### src/rtl/recupera_operando_com_sinal_pkg.sv
// Shared definitions for the serial operand-recovery block:
// mode codes, default widths and FSM state encoding.
package recupera_operando_com_sinal_pkg;

   localparam int LARGURA_PAD       = 8;
   localparam int LARGURA_CURTA_PAD = 4;

   localparam logic [1:0] MODO_SS  = 2'b00;
   localparam logic [1:0] MODO_UU  = 2'b01;
   localparam logic [1:0] MODO_US8 = 2'b10;
   localparam logic [1:0] MODO_US4 = 2'b11;

   typedef enum logic [1:0] {
      OCIOSO  = 2'b00,
      CALCULA = 2'b01,
      VALIDA  = 2'b10,
      SAIDA   = 2'b11
   } estado_t;

endpackage

### src/rtl/recupera_operando_com_sinal_subtrator.sv
// One-bit full subtractor: d = a - b - bin, with borrow out.
module subtrator_completo_1bit (
   input  logic i_a,
   input  logic i_b,
   input  logic i_bin,
   output logic o_d,
   output logic o_bout
);

   assign o_d    = i_a ^ i_b ^ i_bin;
   assign o_bout = (~i_a & i_b) | (~(i_a ^ i_b) & i_bin);

endmodule

### src/rtl/recupera_operando_com_sinal.sv
// Bit-serial recovery of the unknown adder operand (soma - operando),
// LSB first, with a mode-dependent legality flag on the result.
module recupera_operando_com_sinal
   import recupera_operando_com_sinal_pkg::*;
#(
   parameter int LARGURA       = LARGURA_PAD,
   parameter int LARGURA_CURTA = LARGURA_CURTA_PAD
) (
   input  logic               clk,
   input  logic               rst,
   input  logic               in_valid,
   output logic               in_ready,
   input  logic [LARGURA-1:0] soma,
   input  logic [LARGURA-1:0] operando,
   input  logic [1:0]         codigo,
   output logic               out_valid,
   input  logic               out_ready,
   output logic [LARGURA-1:0] resultado,
   output logic               fora_faixa,
   output logic               emprestimo
);

   localparam int IW = $clog2(LARGURA);
   localparam logic [IW-1:0] ULTIMO = IW'(LARGURA - 1);

   estado_t            r_estado;
   estado_t            w_prox;
   logic [LARGURA-1:0] r_soma;
   logic [LARGURA-1:0] r_op;
   logic [LARGURA-1:0] r_res;
   logic [1:0]         r_cod;
   logic [IW-1:0]      r_idx;
   logic               r_bin;
   logic               r_fora;
   logic               r_emp;
   logic               w_d;
   logic               w_bout;
   logic               w_fora;
   logic               w_ultimo;

   subtrator_completo_1bit u_sub (
      .i_a    (r_soma[0]),
      .i_b    (r_op[0]),
      .i_bin  (r_bin),
      .o_d    (w_d),
      .o_bout (w_bout)
   );

   assign w_ultimo   = (r_idx == ULTIMO);
   assign resultado  = r_res;
   assign fora_faixa = r_fora;
   assign emprestimo = r_emp;

   always_ff @(posedge clk) begin
      if (rst) r_estado <= OCIOSO;
      else     r_estado <= w_prox;
   end

   always_comb begin
      w_prox    = r_estado;
      in_ready  = 1'b0;
      out_valid = 1'b0;
      unique case (r_estado)
         OCIOSO: begin
            in_ready = 1'b1;
            if (in_valid) w_prox = CALCULA;
         end
         CALCULA: begin
            if (w_ultimo) w_prox = VALIDA;
         end
         VALIDA: begin
            w_prox = SAIDA;
         end
         SAIDA: begin
            out_valid = 1'b1;
            if (out_ready) w_prox = OCIOSO;
         end
         default: w_prox = OCIOSO;
      endcase
   end

   // A short signed value fits iff all bits from its sign bit up agree.
   always_comb begin
      w_fora = 1'b0;
      case (r_cod)
         MODO_SS, MODO_US4:
            w_fora = !((&r_res[LARGURA-1:LARGURA_CURTA-1]) ||
                       !(|r_res[LARGURA-1:LARGURA_CURTA-1]));
         MODO_UU:
            w_fora = |r_res[LARGURA-1:LARGURA_CURTA];
         default:
            w_fora = 1'b0;
      endcase
   end

   always_ff @(posedge clk) begin
      if (rst) begin
         r_soma <= '0;
         r_op   <= '0;
         r_res  <= '0;
         r_cod  <= MODO_SS;
         r_idx  <= '0;
         r_bin  <= 1'b0;
         r_fora <= 1'b0;
         r_emp  <= 1'b0;
      end else begin
         unique case (r_estado)
            OCIOSO: begin
               if (in_valid) begin
                  r_soma <= soma;
                  r_op   <= operando;
                  r_cod  <= codigo;
                  r_idx  <= '0;
                  r_bin  <= 1'b0;
               end
            end
            CALCULA: begin
               r_soma <= r_soma >> 1;
               r_op   <= r_op >> 1;
               r_res  <= {w_d, r_res[LARGURA-1:1]};
               r_bin  <= w_bout;
               r_idx  <= r_idx + 1'b1;
               if (w_ultimo) r_emp <= w_bout;
            end
            VALIDA: begin
               r_fora <= w_fora;
            end
            default: ;
         endcase
      end
   end

endmodule

### config.mk
export PLATFORM = sky130hd
export DESIGN_NAME = recupera_operando_com_sinal
export DESIGN_NICKNAME = d
export VERILOG_FILES = /design/src/rtl/recupera_operando_com_sinal_pkg.sv /design/src/rtl/recupera_operando_com_sinal_subtrator.sv /design/src/rtl/recupera_operando_com_sinal.sv
export SDC_FILE = /design/constraint.sdc
export NUM_CORES = 1
export LEC_CHECK = 0
export CAP_MARGIN = 20
export CORE_MARGIN = 1
export CORE_UTILIZATION = 54
export CTS_CLUSTER_SIZE = 28
export DETAILED_ROUTE_END_ITERATION = 8
export PLACE_DENSITY = 0.83
export SETUP_SLACK_MARGIN = 0.05
export SLEW_MARGIN = 30
export SYNTH_ARGS = -nofsm -noshare
export SYNTH_HDL_FRONTEND = slang
export SYNTH_SLANG_ARGS = --single-unit
### constraint.sdc
create_clock -name clk -period 3.3 [get_ports clk]
set_input_delay 0.495 -clock clk [delete_from_list [all_inputs] [get_ports clk]]
set_output_delay 0.495 -clock clk [all_outputs]
set_load 0.01 [all_outputs]
Yosys cells after proc, flatten, opt, wreduce, memory -nomap -nowiden --
Index checks and enable logic that the tools add are counted. W data, S select, Z words.
Cells by class: $add $sub $neg 1, equality and inequality tests 9, multiplexer cells 15, bitwise logic cells 7, reductions and logical operators 14
Operators with widths (number):
- $pmux W8 S2 | 2
- $mux W8 | 2
- $pmux W2 S4 | 1
- $eq A2 B2 Y1 const B | 3
- $mux W2 | 3
- $ne A2 B2 Y1 const B | 3
- $pmux W3 S2 | 1
- $reduce_and A2 Y1 | 3
- $reduce_and A5 Y1 | 1
- $reduce_or A5 Y1 | 1
- $eq A2 B1 Y1 const B | 2
- $logic_not A2 Y1 | 2
- $pmux W1 S2 | 2
- $reduce_or A4 Y1 | 1
- $add A3 B1 Y3 const B | 1
- $eq A3 B3 Y1 const B | 1
- $mux W1 | 3
- $mux W3 | 1
- $reduce_and A3 Y1 | 1
- $and A1 B1 Y1 | 2
- $logic_not A1 Y1 | 2
- $not A1 Y1 | 2
- $reduce_bool A2 Y1 | 1
- $reduce_or A2 Y1 | 1
- 3 further kinds | 4
Storage, ports and cells: flip-flop bits (word level) 34, bits of input ports 22, output and inout bits 12, word-level logic and storage cells 55

Longest topological paths before layout --
Gate-level depths: netlist of the first run.
word-level depth 5, gate-level depth with buffers 7, mapped depth without buffers 5

Cells and area by module --
Synthesis of the first run repeated with hierarchy kept, for this count alone.
Second synthesis, totals: cells, all modules 173, area, all modules 1697.9 um^2
By module, submodules not included:
- recupera_operando_com_sinal | times used 1, cells an instance 169, area an instance 1666.6 um^2, seq. area each 680.7 um^2
- subtrator_completo_1bit | times used 1, cells an instance 4, area an instance 31.3 um^2, seq. area each 0.0 um^2

Least setup slack after synthesis of the first run --
OpenSTA, ideal clock, no wires.
path type flip-flop to flip-flop, from reg r_estado[0], to reg r_op[0], setup time 0.146 ns, data arrival time 1.339 ns, required time 3.154 ns, setup slack 1.815 ns, stages on the path, launching flop included 7, buffers on the path 1, clock period less this slack 1.485 ns, path through dfxtp_1 -> inv_1 -> ha_1 -> mux2_4 -> buf_6 -> nor2_1 -> a211oi_2
Between the ends: word-level cells in the longest chain between the ends 3, elaborated cells between the ends (all ways) 6, those cells by class eq/ne (2); mux (1); reduce/logical (3)
RTL lines:
- start: declaration | line recupera_operando_com_sinal.sv:26 | estado_t r_estado;
- start signal: assignment | line recupera_operando_com_sinal.sv:56 | else r_estado <= w_prox;
- $eq A2 B1 Y1 / $logic_not A2 Y1 (equally long branches) | line recupera_operando_com_sinal.sv:107 | unique case (r_estado)
- $reduce_bool A2 Y1 (no line) / $ne A2 B2 Y1 (equally long branches)
- $reduce_and A2 Y1 (no line)
- end signal: assignment | line recupera_operando_com_sinal.sv:111 | r_op <= operando;
- end signal: assignment | line recupera_operando_com_sinal.sv:119 | r_op <= r_op >> 1;
- end: declaration | line recupera_operando_com_sinal.sv:29 | logic [LARGURA-1:0] r_op;
Several ways; a longest one is shown, not always the timed one. A chain may end at the register's enable or synchronous reset.

Final worst setup path of the first run --
from reg r_estado[1], to out in_ready
Between the ends: word-level cells in the longest chain between the ends 2
RTL lines:
- $logic_not A2 Y1 | line recupera_operando_com_sinal.sv:63 | unique case (r_estado)
- $mux W1 | line recupera_operando_com_sinal.sv:63
- end: declaration | line recupera_operando_com_sinal.sv:12 | output logic in_ready,
No other way between the ends.

==> results of run 1 <==
-- final cells by class --
| class | instances | share of cell area |
|---|---|---|
| repair buffers | 36 | 0.172 |
| well taps | 31 | 0.0189 |
| flip-flops and latches | 34 | 0.333 |
| multi-input cells | 118 | 0.441 |
| clock buffers | 7 | 0.0220 |
| inverters | 7 | 0.0128 |
-- flip-flops by register name, summed over array words and instances, names as in the netlist --
name / count
emprestimo: 1
fora_faixa: 1
r_bin: 1
r_cod: 2
r_estado: 2
r_idx: 3
r_op: 8
r_soma: 8
resultado: 8
-- where the power goes --
part | switching, mW | total (mW) | leakage [nW] | internal, mW
clock network | 0.127 | 0.207 | 0.0254 | 0.0803
logic | 0.421 | 0.773 | 0.467 | 0.353
registers | 0.0710 | 0.587 | 0.278 | 0.516
total | 0.619 | 1.57 | 0.771 | 0.950
-- placed cells by master (no fill, tap or decap), types with 2 or more instances in the layout --
master	netlist	routed
a21oi_1	8	8
nand2b_1	5	5
clkdlybuf4s50_1	0	33
a32oi_1	3	3
ha_1	8	8
clkbuf_4	1	5
clkbuf_1	3	2
a211oi_2	14	14
o31ai_1	2	2
buf_4	0	3
a21o_1	2	2
dfxtp_1	34	34
inv_1	7	7
nor2_1	27	27
nand2_1	7	7
nor2b_1	3	3
nand3_1	4	4
mux2i_1	23	23
nand4_1	2	2
-- worst paths after layout --
check | startpoint | end | slack (ps)
worst max-delay path | r_estado[1] | in_ready | 980
worst min-delay path | fora_faixa | fora_faixa | 470
worst max register to register | r_estado[1] | r_idx[1] | 1540
worst min register to register | fora_faixa | fora_faixa | 470
-- layer usage --
metal  wire length, um  track usage  share of wire  vias to the layer above
met5                 0            0              0                        -
met4                66        0.122          0.021                        0
met3               148       0.0491          0.046                        7
met2              1560        0.374           0.49                       27
met1              1420        0.229           0.44                      615
li1                  -            -              -                      666
-- Yosys cell counts --
cell / instances / area share
a211oi_2: 14 / 0.10
a21o_1: 2 / 0.0089
a21oi_1: 8 / 0.024
a311oi_1: 1 / 0.0052
a31oi_1: 1 / 0.0037
a32oi_1: 3 / 0.016
buf_2: 4 / 0.012
buf_6: 4 / 0.027
clkbuf_1: 3 / 0.0066
clkbuf_4: 1 / 0.0044
dfxtp_1: 34 / 0.40
fa_1: 1 / 0.012
ha_1: 8 / 0.059
inv_1: 7 / 0.016
mux2_4: 1 / 0.0089
mux2i_1: 23 / 0.14
nand2_1: 7 / 0.016
nand2b_1: 5 / 0.018
nand3_1: 4 / 0.012
nand3b_1: 1 / 0.0044
nand4_1: 2 / 0.0074
nor2_1: 27 / 0.060
nor2b_1: 3 / 0.011
nor3_1: 1 / 0.0030
nor3b_1: 1 / 0.0044
nor4_1: 1 / 0.0037
o211ai_1: 1 / 0.0044
o31ai_1: 2 / 0.0089
or4_1: 1 / 0.0044
-- metrics by stage --
step	hold slack (ps)	util	total power [mW]	instance area [sq um]
after global placement	442	0.702	1.33	2000
after detailed placement	454	0.702	1.38	2000
after CTS	473	0.718	1.58	2050
after floorplan	444	-	1.25	1690
final	472	0.718	1.57	2050
after global routing	506	0.718	1.68	2050
-- logic make-up after synthesis --
family	Yosys count	share of synthesized area
simple gates	53	0.144
flops	34	0.402
compound gates	32	0.174
mux	24	0.145
buf+inv	19	0.0650
fa+ha+maj	9	0.0709
-- tightest hold or removal path, cell delays in order, from the launching register on --
cell and delay (ps):
dfxtp_1 320, nand2_1 60, o31ai_1 60
==> flow_summary.toml, run 1 <==
[status]
status = "finished, violations left"
failed_checks = "DRC"

[cts]
cts_tree = "done"
cts_resized = 0
root_buffer = "clkbuf_4"
clkTransAtPathRegs_ps = 100
insertion_delay_ps = 330
cts_buffer_depth = 2
htree_levels = 2
cts_hold_buffers = 0
postCtsSetupBuffers = 0
cts.sinks = 34
cts_made_buffers = 5

[critical_path]
cp-start-kind = "flop"
path_max_fanout = 13
crit_required_ps = 2800
path_buf_inv = 2
critPathKind = "flop to output port"
ff2ff_path_depth = 6
crit_path_end_kind = "output port"
max_stage_delay_ps = 620
slowest_stage = "clkdlybuf4s50_1"
cpLargestDelayFamily = "buffers and inverters"
path_depth = 3
cp_data_arrival_time_ps = 1820
path_cells = "inv_1 > ha_1 > clkdlybuf4s50_1"

[sta]
setup_ws_ps = 982
rsz0062_at_grt = "false"
worst_pin_slew_ps = 453
slew_violations = 0
clock_skew_ps = 11.6
period_share = 0.703
fmax_mhz = 431
setup_violations = 0
hold_viol = 0
setup-tns-final_ps = 0
relSlewSlack = 0.698
fin_crit_ps = 2320

[finish]
seqCellArea_sq_um = 681
drive_gt1_frac = 0.114
multi_input_area_sq_um = 903
stdcell_count = 233
area_growth_pct = 20.8
n_antenna_cell = 0
n_fill_cell = 259
nNetsFinal = 233

[grt]
grt_usage = 0.211
grt_pass1_wl_um = 5350
grt-ovfl-total = 0
grt_pass1_vias = 1274
grt_max_degree = 36
antenna_found_initial = 0

[flow_run]
drv_cap = 0

[drt]
route.detailed.drc = 5
vias = 1315
firstDrtPassIters = 6
drtIter0Drc = 29
routed_wl_um = 3190
ant_nets = 0
vias_per_cell = 5.64
wl_per_cell_um = 13.7

[power]
cellPowerDensity_mw_per_mm2 = 766
leakagePower_nw = 0.771
irDropWorstVdd_mv = 0.418

[floorplanning]
row_count = 19
core-area_sq_mm = 0.00285
die_h_um = 58.0
initial_core_util = 0.594
io_pins = 34
die_x_um = 58.0
die_area_sq_mm = 0.00337

[yosys]
netlist_instances = 171
synth_nets = 202
yosysUniqueCellTypes = 29
avgSynthCellArea_sq_um = 9.91
yosys_warnings = 0
seq_area_frac_synth = 0.402
ys_ff_latch = 34
synth.cell_area_sq_mm = 0.00169

[place]
dp_slack_ps = 1330
dp_cells = 226
post-dp-hpwl_um = 2270
numPortBuffers = 33
gp_congestion = 0.786

[min_path]
min_path_type = "flop to flop"
hold_depth = 2
(Power assumes the default switching activity.)
==> inputs of run 2 (changes only) <==
Settings changed: CORE_UTILIZATION 54 to 51, PLACE_DENSITY 0.83 to 0.79.
Clock period 3.3 ns to 2.3 ns, I/O delays scaled along.
==> flow_summary.toml, run 2 (synthesis results as in run 1) <==
[critical_path]
critPathKind = "flop to output port"
path_depth = 3
r2r-start = "r_estado[1]"
r2r_slack_ps = 620
path_max_fanout = 13
max_stage_delay_ps = 600
endpoint = "in_ready"
path_buf_inv = 2
cp_data_arrival_time_ps = 1740
crit_start = "r_estado[0]"
worstReg2RegEnd = "r_soma[6]"
path_cells = "inv_1 > ha_2 > clkdlybuf4s50_1"
cp-start-kind = "flop"
crit_required_ps = 1960
slowest_stage = "clkdlybuf4s50_1"
crit_path_end_kind = "output port"
ff2ff_path_depth = 6
cpLargestDelayFamily = "buffers and inverters"

[finish]
drive_gt1_frac = 0.129
stdcell_count = 246
final_cell_mix = "dfxtp_1 (34), clkdlybuf4s50_1 (33), nor2_1 (27)"
multi_input_area_sq_um = 906
n_fill_cell = 278
n_antenna_cell = 0
utilization = 0.670
nNetsFinal = 234
seqCellArea_sq_um = 681
final_common_cell = "dfxtp_1"
area_growth_pct = 22.7

[floorplanning]
die_h_um = 59.6
row_count = 20
io_pins = 34
core-area_sq_mm = 0.00310
die_x_um = 59.6
die_area_sq_mm = 0.00356
initial_core_util = 0.546

[sta]
fmax_mhz = 480
setup-tns-final_ps = 0
relSlewSlack = 0.765
slew_violations = 0
setup_violations = 0
whs_ps = 469
period_share = 0.906
clock_skew_ps = 9.27
worst_pin_slew_ps = 343
rsz0062_at_grt = "false"
hold_viol = 0
fin_crit_ps = 2080

[drt]
drtIter0Drc = 57
ant_nets = 0
wl_per_cell_um = 13.9
vias_per_cell = 5.52
route.detailed.drc = 0
routed_wl_um = 3430
firstDrtPassIters = 4
vias = 1357

[grt]
grt_pass1_wl_um = 5650
grt-ovfl-total = 0
grt_pass1_vias = 1299
grt_usage = 0.219
grt_max_degree = 29
antenna_found_initial = 0

[min_path]
min_path_type = "flop to flop"

[status]
status = "completed"

[cts]
insertion_delay_ps = 340
clkTransAtPathRegs_ps = 100
cts_hold_buffers = 0
cts.sinks = 34
root_buffer = "clkbuf_4"
cts_buffer_depth = 2
htree_levels = 2
cts_tree = "done"
cts_made_buffers = 5

[power]
leakagePower_nw = 0.779
cellPowerDensity_mw_per_mm2 = 1110
power.total_mw = 2.30
irDropWorstVdd_mv = 0.520

[flow_run]
drv_cap = 0

[place]
gp_congestion = 0.718
dp_cells = 240
numPortBuffers = 33
post-dp-hpwl_um = 2420
[run 2: worst min path at each step]
| stage | startpoint | to | slack (ps) | cells past startpoint |
|---|---|---|---|---|
| global route | fora_faixa | fora_faixa | 490 | 2 |
| finish | fora_faixa | fora_faixa | 470 | 2 |
| CTS | fora_faixa | fora_faixa | 470 | 2 |
| floorplan | r_idx[0] | r_idx[0] | 440 | 2 |
| global placement | fora_faixa | fora_faixa | 440 | 2 |
| detailed placement | fora_faixa | fora_faixa | 450 | 2 |
[run 2: layer usage]
layer | part of all wire | global-route usage | up-vias
li1 | - | - | 670
met1 | 0.44 | 0.237 | 646
met2 | 0.50 | 0.387 | 32
met3 | 0.048 | 0.0786 | 9
met4 | 0.017 | 0.0831 | 0
met5 | 0 | 0 | -
[run 2: layout make-up]
type / count / share of cell area
clock buffers: 6 / 0.0247
inverters: 7 / 0.0126
multi-input cells: 118 / 0.436
flip-flops and latches: 34 / 0.327
well taps: 44 / 0.0265
repair buffers: 37 / 0.173
[run 2: what timing repair did]
item	in CTS	in global routing
buffers inserted	0	0
setup endpoints to repair	0	1
gates resized for setup	0	1
[run 2: report_power, final]
| part | total, mW | internal [mW] | switching [mW] |
|---|---|---|---|
| Combinational | 1.13 | 0.509 | 0.624 |
| Sequential | 0.845 | 0.741 | 0.104 |
| Clock | 0.323 | 0.138 | 0.185 |
[run 2: through the flow]
| step | cell area (sq um) | worst slack [ps] |
|---|---|---|
| 5_1_grt | 2080 | 146 |
| 4_1_cts | 2080 | 77.8 |
| 3_3_place_gp | 2030 | 514 |
| 3_5_place_dp | 2030 | 433 |
| 2_1_floorplan | 1690 | 815 |
| 6_report | 2080 | 215 |
[run 2: worst register-to-register path, delay by kind of cell, from the launching register on]
| family | cells | cell delay [ps] |
|---|---|---|
| compound gates | 1 | 60 |
| buf+inv | 2 | 280 |
| simple gates | 1 | 190 |
| fa+ha+maj | 1 | 190 |
| mux | 1 | 430 |
| flops | 1 | 400 |
